<file path="config.mk">
export PLATFORM = sky130hd
export DESIGN_NAME = led_sweep_pwm_flat
export DESIGN_NICKNAME = d
export VERILOG_FILES = /design/src/rtl/led_sweep_pwm_pkg.sv /design/src/rtl/led_sweep_pwm_if.sv /design/src/rtl/led_pwm_chan.sv /design/src/rtl/led_sweep_pwm.sv /design/src/flat_wrapper.sv
export SDC_FILE = /design/constraint.sdc
export NUM_CORES = 1
export LEC_CHECK = 0
export BUFFER_PORTS_ARGS = -buffer_cell sky130_fd_sc_hd__buf_2
export CAP_MARGIN = 10
export CORE_MARGIN = 3
export CORE_UTILIZATION = 55
export DETAILED_ROUTE_END_ITERATION = 8
export GPL_TIMING_DRIVEN = 0
export MAX_ROUTING_LAYER = met4
export PLACE_DENSITY = 0.78
export SETUP_SLACK_MARGIN = 0.3
export SLEW_MARGIN = 25
export SYNTH_ARGS = -nofsm -noshare
export SYNTH_HDL_FRONTEND = slang
export SYNTH_SLANG_ARGS = --single-unit
</file>
<file path="constraint.sdc">
create_clock -name clk -period 6.2 [get_ports clk]
set_input_delay 1.24 -clock clk [delete_from_list [all_inputs] [get_ports clk]]
set_output_delay 1.24 -clock clk [all_outputs]
set_load 0.01 [all_outputs]
</file>
<file path="src/rtl/led_sweep_pwm_pkg.sv">
// led_sweep_pkg: shared encodings for the LED sweep generator.
//   mode_e : run mode driven on the bus (bounce, wrap, hold, off)
//   dir_e  : sweep direction held by the position FSM
package led_sweep_pkg;

  typedef enum logic [1:0] {
    MODE_BOUNCE = 2'd0,
    MODE_WRAP   = 2'd1,
    MODE_HOLD   = 2'd2,
    MODE_OFF    = 2'd3
  } mode_e;

  typedef enum logic {
    DIR_UP   = 1'b0,
    DIR_DOWN = 1'b1
  } dir_e;

endpackage

</file>
<file path="src/rtl/led_sweep_pwm_if.sv">
// led_sweep_pwm_if: control and LED-drive bundle of the sweep generator.
//   btn       : pause request, asynchronous to clk
//   mode      : run mode (led_sweep_pkg::mode_e)
//   led       : PWM LED drive, 1 = on
//   sweep_idx : index of the channel currently holding the bright spot
// master = board/bench side, slave = generator side.
interface led_sweep_pwm_if
  import led_sweep_pkg::*;
#(
  parameter int N_LED = 8
);
  localparam int IDX_W = $clog2(N_LED);

  logic             btn;
  mode_e            mode;
  logic [N_LED-1:0] led;
  logic [IDX_W-1:0] sweep_idx;

  modport master (output btn, output mode, input led, input sweep_idx);
  modport slave  (input btn, input mode, output led, output sweep_idx);
endinterface

</file>
<file path="src/rtl/led_pwm_chan.sv">
// led_pwm_chan: one LED channel. Registers the selected brightness and
// compares it against the shared PWM counter to drive the pin.
//   clk, rst  : clock, async active-high reset
//   bright_in : linear brightness chosen by the top for this channel
//   pwm_ctr   : shared free-running PWM counter
//   led_o     : registered LED drive
// Build option GAMMA_EN: store (b*b)>>PWM_W instead of b, squared in the
// same cycle as the load so the latency does not change.
module led_pwm_chan #(
  parameter int PWM_W = 10
) (
  input  logic             clk,
  input  logic             rst,
  input  logic [PWM_W-1:0] bright_in,
  input  logic [PWM_W-1:0] pwm_ctr,
  output logic             led_o
);

  logic [PWM_W-1:0] bright;
  logic [PWM_W-1:0] bright_d;

`ifdef GAMMA_EN
  logic [2*PWM_W-1:0] bright_sq;
  assign bright_sq = bright_in * bright_in;
  assign bright_d  = bright_sq[2*PWM_W-1:PWM_W];
`else
  assign bright_d = bright_in;
`endif

  always_ff @(posedge clk or posedge rst) begin
    if (rst) begin
      bright <= '0;
      led_o  <= 1'b0;
    end else begin
      bright <= bright_d;
      // Strict compare: full scale still leaves one dark slot per period.
      led_o  <= (pwm_ctr < bright);
    end
  end

endmodule

</file>
<file path="src/rtl/led_sweep_pwm.sv">
// led_sweep_pwm: N-channel LED sweep with linear crossfade and per-channel
// PWM dimming. A position counter (spot index + fraction) steps once per
// 2^PRE_W clocks; the channel under the spot is full scale and its two
// neighbours crossfade with the fraction.
//   clk, rst : clock, async active-high reset
//   bus      : led_sweep_pwm_if.slave (btn, mode in; led, sweep_idx out)
// Build option GAMMA_EN: squared brightness curve inside led_pwm_chan.
//
// state    | meaning
// DIR_UP   | position counts up on each step
// DIR_DOWN | position counts down on each step (BOUNCE only)
module led_sweep_pwm
  import led_sweep_pkg::*;
#(
  parameter int N_LED = 8,
  parameter int PWM_W = 10,
  parameter int PRE_W = 11
) (
  input  logic            clk,
  input  logic            rst,
  led_sweep_pwm_if.slave  bus
);

  localparam int IDX_W = $clog2(N_LED);
  localparam int POS_W = IDX_W + PWM_W;
  localparam logic [PWM_W-1:0] BMAX = '1;
  localparam logic [POS_W-1:0] PMAX = {IDX_W'(N_LED - 1), BMAX};

  logic             btn_meta;
  logic             pause;
  logic [PRE_W-1:0] pre;
  logic [PWM_W-1:0] pwm_ctr;
  logic [POS_W-1:0] pos;
  dir_e             dir;
  logic             step;
  logic [POS_W-1:0] pos_inc;
  logic [POS_W-1:0] pos_dec;
  logic [IDX_W-1:0] idx;
  logic [PWM_W-1:0] frac;
  logic             is_wrap;
  logic [N_LED-1:0] led_w;

  always_ff @(posedge clk or posedge rst) begin
    if (rst) begin
      btn_meta <= 1'b0;
      pause    <= 1'b0;
      pre      <= '0;
      pwm_ctr  <= '0;
    end else begin
      btn_meta <= bus.btn;
      pause    <= btn_meta;
      pre      <= pre + 1'b1;
      pwm_ctr  <= pwm_ctr + 1'b1;
    end
  end

  assign step = (&pre) && !pause &&
                (bus.mode == MODE_BOUNCE || bus.mode == MODE_WRAP);
  assign pos_inc = pos + 1'b1;
  assign pos_dec = pos - 1'b1;

  always_ff @(posedge clk or posedge rst) begin
    if (rst) begin
      pos <= '0;
      dir <= DIR_UP;
    end else if (step) begin
      if (bus.mode == MODE_WRAP) begin
        pos <= (pos == PMAX) ? '0 : pos_inc;
        dir <= DIR_UP;
      end else begin
        case (dir)
          DIR_UP: begin
            // pos can sit at PMAX with dir up after leaving WRAP; turn back.
            if (pos == PMAX) begin
              pos <= pos_dec;
              dir <= DIR_DOWN;
            end else begin
              pos <= pos_inc;
              if (pos_inc == PMAX) dir <= DIR_DOWN;
            end
          end
          default: begin
            if (pos == '0) begin
              pos <= pos_inc;
              dir <= DIR_UP;
            end else begin
              pos <= pos_dec;
              if (pos_dec == '0) dir <= DIR_UP;
            end
          end
        endcase
      end
    end
  end

  assign idx     = pos[POS_W-1:PWM_W];
  assign frac    = pos[PWM_W-1:0];
  assign is_wrap = (bus.mode == MODE_WRAP);

  for (genvar i = 0; i < N_LED; i++) begin : g_chan
    localparam logic [IDX_W-1:0] ME   = IDX_W'(i);
    localparam logic [IDX_W-1:0] PREV = IDX_W'((i + N_LED - 1) % N_LED);
    localparam logic [IDX_W-1:0] NEXT = IDX_W'((i + 1) % N_LED);

    logic [PWM_W-1:0] b_lin;

    // PREV/NEXT are modulo N; the end channels only use the wrapped
    // neighbour in WRAP mode.
    always_comb begin
      b_lin = '0;
      if (bus.mode != MODE_OFF) begin
        if (idx == ME)
          b_lin = BMAX;
        else if (idx == PREV && (i > 0 || is_wrap))
          b_lin = frac;
        else if (idx == NEXT && (i < N_LED - 1 || is_wrap))
          b_lin = BMAX - frac;
      end
    end

    led_pwm_chan #(.PWM_W(PWM_W)) u_chan (
      .clk       (clk),
      .rst       (rst),
      .bright_in (b_lin),
      .pwm_ctr   (pwm_ctr),
      .led_o     (led_w[i])
    );
  end

  assign bus.led       = led_w;
  assign bus.sweep_idx = idx;

endmodule

</file>
<file path="src/flat_wrapper.sv">
// flat-port wrapper written by rule: the top's interface ports become plain ports
module led_sweep_pwm_flat import led_sweep_pkg::*;
#(
  parameter int N_LED = 8,
  parameter int PWM_W = 10,
  parameter int PRE_W = 11
)
  (clk, rst, bus_btn, bus_mode, bus_led, bus_sweep_idx);
  led_sweep_pwm_if #(.N_LED(N_LED)) bus_i ();
  input  logic clk;
  input  logic rst;
  input wire logic [$bits(bus_i.btn)-1:0] bus_btn;
  input wire logic [$bits(bus_i.mode)-1:0] bus_mode;
  output wire logic [$bits(bus_i.led)-1:0] bus_led;
  output wire logic [$bits(bus_i.sweep_idx)-1:0] bus_sweep_idx;
  assign bus_i.btn = bus_btn;
  assign bus_i.mode = bus_mode;
  assign bus_led = bus_i.led;
  assign bus_sweep_idx = bus_i.sweep_idx;
  led_sweep_pwm #(.N_LED(N_LED), .PWM_W(PWM_W), .PRE_W(PRE_W)) u_core (.clk(clk), .rst(rst), .bus(bus_i));
endmodule
</file>
==> flow_metrics.tcl <==
set metrics [dict create \
    seqCellArea_um2 3128 \
    fmax_ghz 0.3226 \
    critPathMaxFanout 10 \
    status "complete, no violations" \
    clkSlewWorstSetupHoldPaths_ns 0.06 \
    wl_um 17230 \
    p_leak_nw 3.789 \
    portBuffers 15 \
    synthMuxAreaShare_pct 0.1375 \
    cts_buffers 17 \
    post-route-util_pct 64.29 \
    slew_headroom_pct 34.05 \
    antenna_found_initial 0 \
    min_period_over_period_pct 49.99 \
    cts_tree "done" \
    area_growth_pct 12.77 \
    synth_edf_count 0 \
    drv_slew 0 \
    endpoint_kind "flop" \
    max_cap_viol_count 0 \
    nFillCells 1005 \
    syn-instance-count 785 \
    grt_max_degree 78 \
    hold_violations 0 \
    place_hpwl_um 12280 \
    drive_gt1_share_pct 9.736 \
    avgSynthCellArea_um2 9.276 \
    setup_viol 0 \
    crit_slowest_cell "a21oi_1" \
    grt_pass1_vias 5865 \
    core_area_um2 12770 \
    rsz0062_at_grt "false" \
    ant_nets 0 \
    syn_nets 868 \
    synth_top_family_by_area "compound AO/OA/AOI/OAI gates" \
    synth_cell_types 57 \
    peakVddDrop_uv 186.4 \
    cts-root-buf "clkbuf_16" \
    cp.arrival_ns 3.45 \
    synthSimpleGateAreaFrac_pct 15.40 \
    h-tree-depth 4 \
    syn_area_um2 7282 \
    final_cell_mix "125 x dfrtp_1, 105 x nor2_1, 78 x inv_1, 78 x ha_1" \
    drc 0 \
    cts_buffer_depth 2 \
    crit_top_cell "a21oi_1" \
    clk-insertion-delay-late_ns 0.42 \
    yosys.area.top_type "dfrtp_1" \
    synth_compound_area_share_pct 15.79 \
    startpoint_type "flop" \
    final_nets 903 \
    grt_pass1_wl_um 28590 \
    final_common_cell "dfrtp_1" \
    die_w_um 121.1 \
    dieHeight_um 121.1 \
    slowest_delay_ns 0.62 \
    first_pass_iters 5 \
    place_congestion 0.9277 \
    path_cells "clkbuf_1, inv_1, ha_1, nor4b_4, nand4_2, a21oi_1, a22o_1, a21oi_1, a21oi_1" \
    vias 5681 \
    path_class "reg -> reg" \
    row_count 41 \
    cts_resized 0 \
    async_reset_ff_share_pct 100.0 \
    drt-initial-drc-count 455 \
    synth_xor_area_share_pct 5.172 \
    globalRouteTotalUtil_pct 26.04 \
    num_antenna_cells 0 \
    netlist_top_cells_area "dfrtp_1 43%, ha_1 13%, nor2_1 5.4%" \
    synth_top_area_share_pct 42.96 \
    tightest_slew_ns 0.9818 \
    skew_ns 0.007147 \
    initial_utilization_pct 57.01 \
    io_pins 16 \
    hold_path.class "reg -> reg" \
    synth_ff_type "dfrtp_1" \
    die_area_um2 14660 \
    wl_per_cell_um 17.16 \
    multi_input_area_um2 3638 \
    overflow 0 \
    synth-adder-area-share_pct 13.40 \
    numClockSinks 125 \
    ys_seq_area_share_pct 42.96 \
    tns_ns 0 \
    cts-hold-fix-buffers 0 \
    fin_crit_ns 3.100 \
    yosys_warnings 0 \
    cp_top_family "compound AO/OA/AOI/OAI gates" \
    viasPerCell 5.658 \
    critPathBufInv 2 \
    critPathRequiredTime_ns 6.55 \
    ys_seq_elements 125 \
    powerDensity_nw_per_um2 229.7 \
    cts_setup_buffers 0 \
]
==> cells by family after synthesis <==
| family | Yosys count |
|---|---|
| compound gates | 183 |
| fa+ha+maj | 78 |
| xor+xnor | 43 |
| flops | 125 |
| buf+inv | 124 |
| mux | 1 |
| simple gates | 231 |
==> synthesized netlist by cell type, types with 2 or more instances <==
| master | n |
|---|---|
| dfrtp_1 | 125 |
| xor2_1 | 27 |
| nand2_1 | 47 |
| buf_2 | 8 |
| a21o_1 | 2 |
| a221oi_1 | 4 |
| xnor2_1 | 16 |
| nand2b_1 | 5 |
| o22ai_1 | 14 |
| nor2_1 | 105 |
| nor2b_1 | 2 |
| a21oi_1 | 47 |
| or4_1 | 9 |
| or2_2 | 2 |
| nor3_1 | 11 |
| nand4_1 | 8 |
| o21ai_0 | 44 |
| ha_1 | 78 |
| a31oi_1 | 7 |
| and2_0 | 2 |
| nor3_2 | 2 |
| inv_1 | 79 |
| nor4b_4 | 2 |
| buf_4 | 12 |
| and3_1 | 6 |
| a211oi_1 | 9 |
| clkbuf_1 | 23 |
| nand3_1 | 17 |
| a21boi_0 | 8 |
| or4_4 | 2 |
| o31ai_1 | 2 |
| o21a_1 | 32 |
| a22o_1 | 4 |
==> metrics by stage <==
step	worst slack [ns]	total power [mW]	hold WS, ns	instance area [µm²]	std cells
2_1_floorplan	1.632	0.8745	0.3312	7282	785
3_3_place_gp	0.3680	0.8855	0.3381	7572	972
3_5_place_dp	2.965	0.8906	0.3379	7607	973
4_1_cts	3.164	1.897	0.3508	8207	1004
5_1_grt	2.854	1.946	0.3795	8212	1004
6_report	3.100	1.886	0.3491	8212	1004
==> state kept, by name, indices dropped and copies added (netlist names) <==
| name | count |
|---|---|
| u_core.btn_meta | 1 |
| u_core.dir | 1 |
| u_core.g_chan.u_chan.bright | 80 |
| u_core.g_chan.u_chan.led_o | 8 |
| u_core.pause | 1 |
| u_core.pos | 13 |
| u_core.pre | 11 |
| u_core.pwm_ctr | 10 |
==> where the power goes <==
group | leakage (nW) | switching, mW | internal, mW
clock | 0.293 | 0.359 | 0.651
combinational | 1.85 | 0.0346 | 0.0148
sequential | 1.64 | 0.00208 | 0.824
==> cell type report <==
class                      count  share of cell area, %
clock buffer                  21                  5.607
sequential                   125                  38.09
timing repair buffer          16                  1.249
buffer                        44                  2.682
clock inverter                10                  1.691
inverter                      80                  3.748
multi-input combinational    536                  44.31
tap                          172                  2.621
==> path summary, 6_finish.rpt <==
| kind | from | cells past startpoint | slack (ns) | to |
|---|---|---|---|---|
| worst max-delay path | u_core.pos[0] | 9 | 3.10 | u_core.pos[2] |
| worst min-delay path | u_core.btn_meta | 0 | 0.35 | u_core.pause |
| worst max register to register | u_core.pos[0] | 9 | 3.10 | u_core.pos[2] |
| worst min register to register | u_core.btn_meta | 0 | 0.35 | u_core.pause |
| max in group asynchronous | rst | 3 | 4.71 | u_core.g_chan[6].u_chan.led_o |
| min in group asynchronous | rst | 2 | 0.82 | u_core.g_chan[3].u_chan.led_o |
==> layer usage <==
layer  up-vias  part of all wire (%)  GRT usage (%)
li1       2744                     -              -
met1      2776                    42          30.05
met2       126                    51          44.25
met3        35                   3.9          6.760
met4         0                   2.5          8.924
met5         -                     0              -
Power figures use the tool's default switching activity.
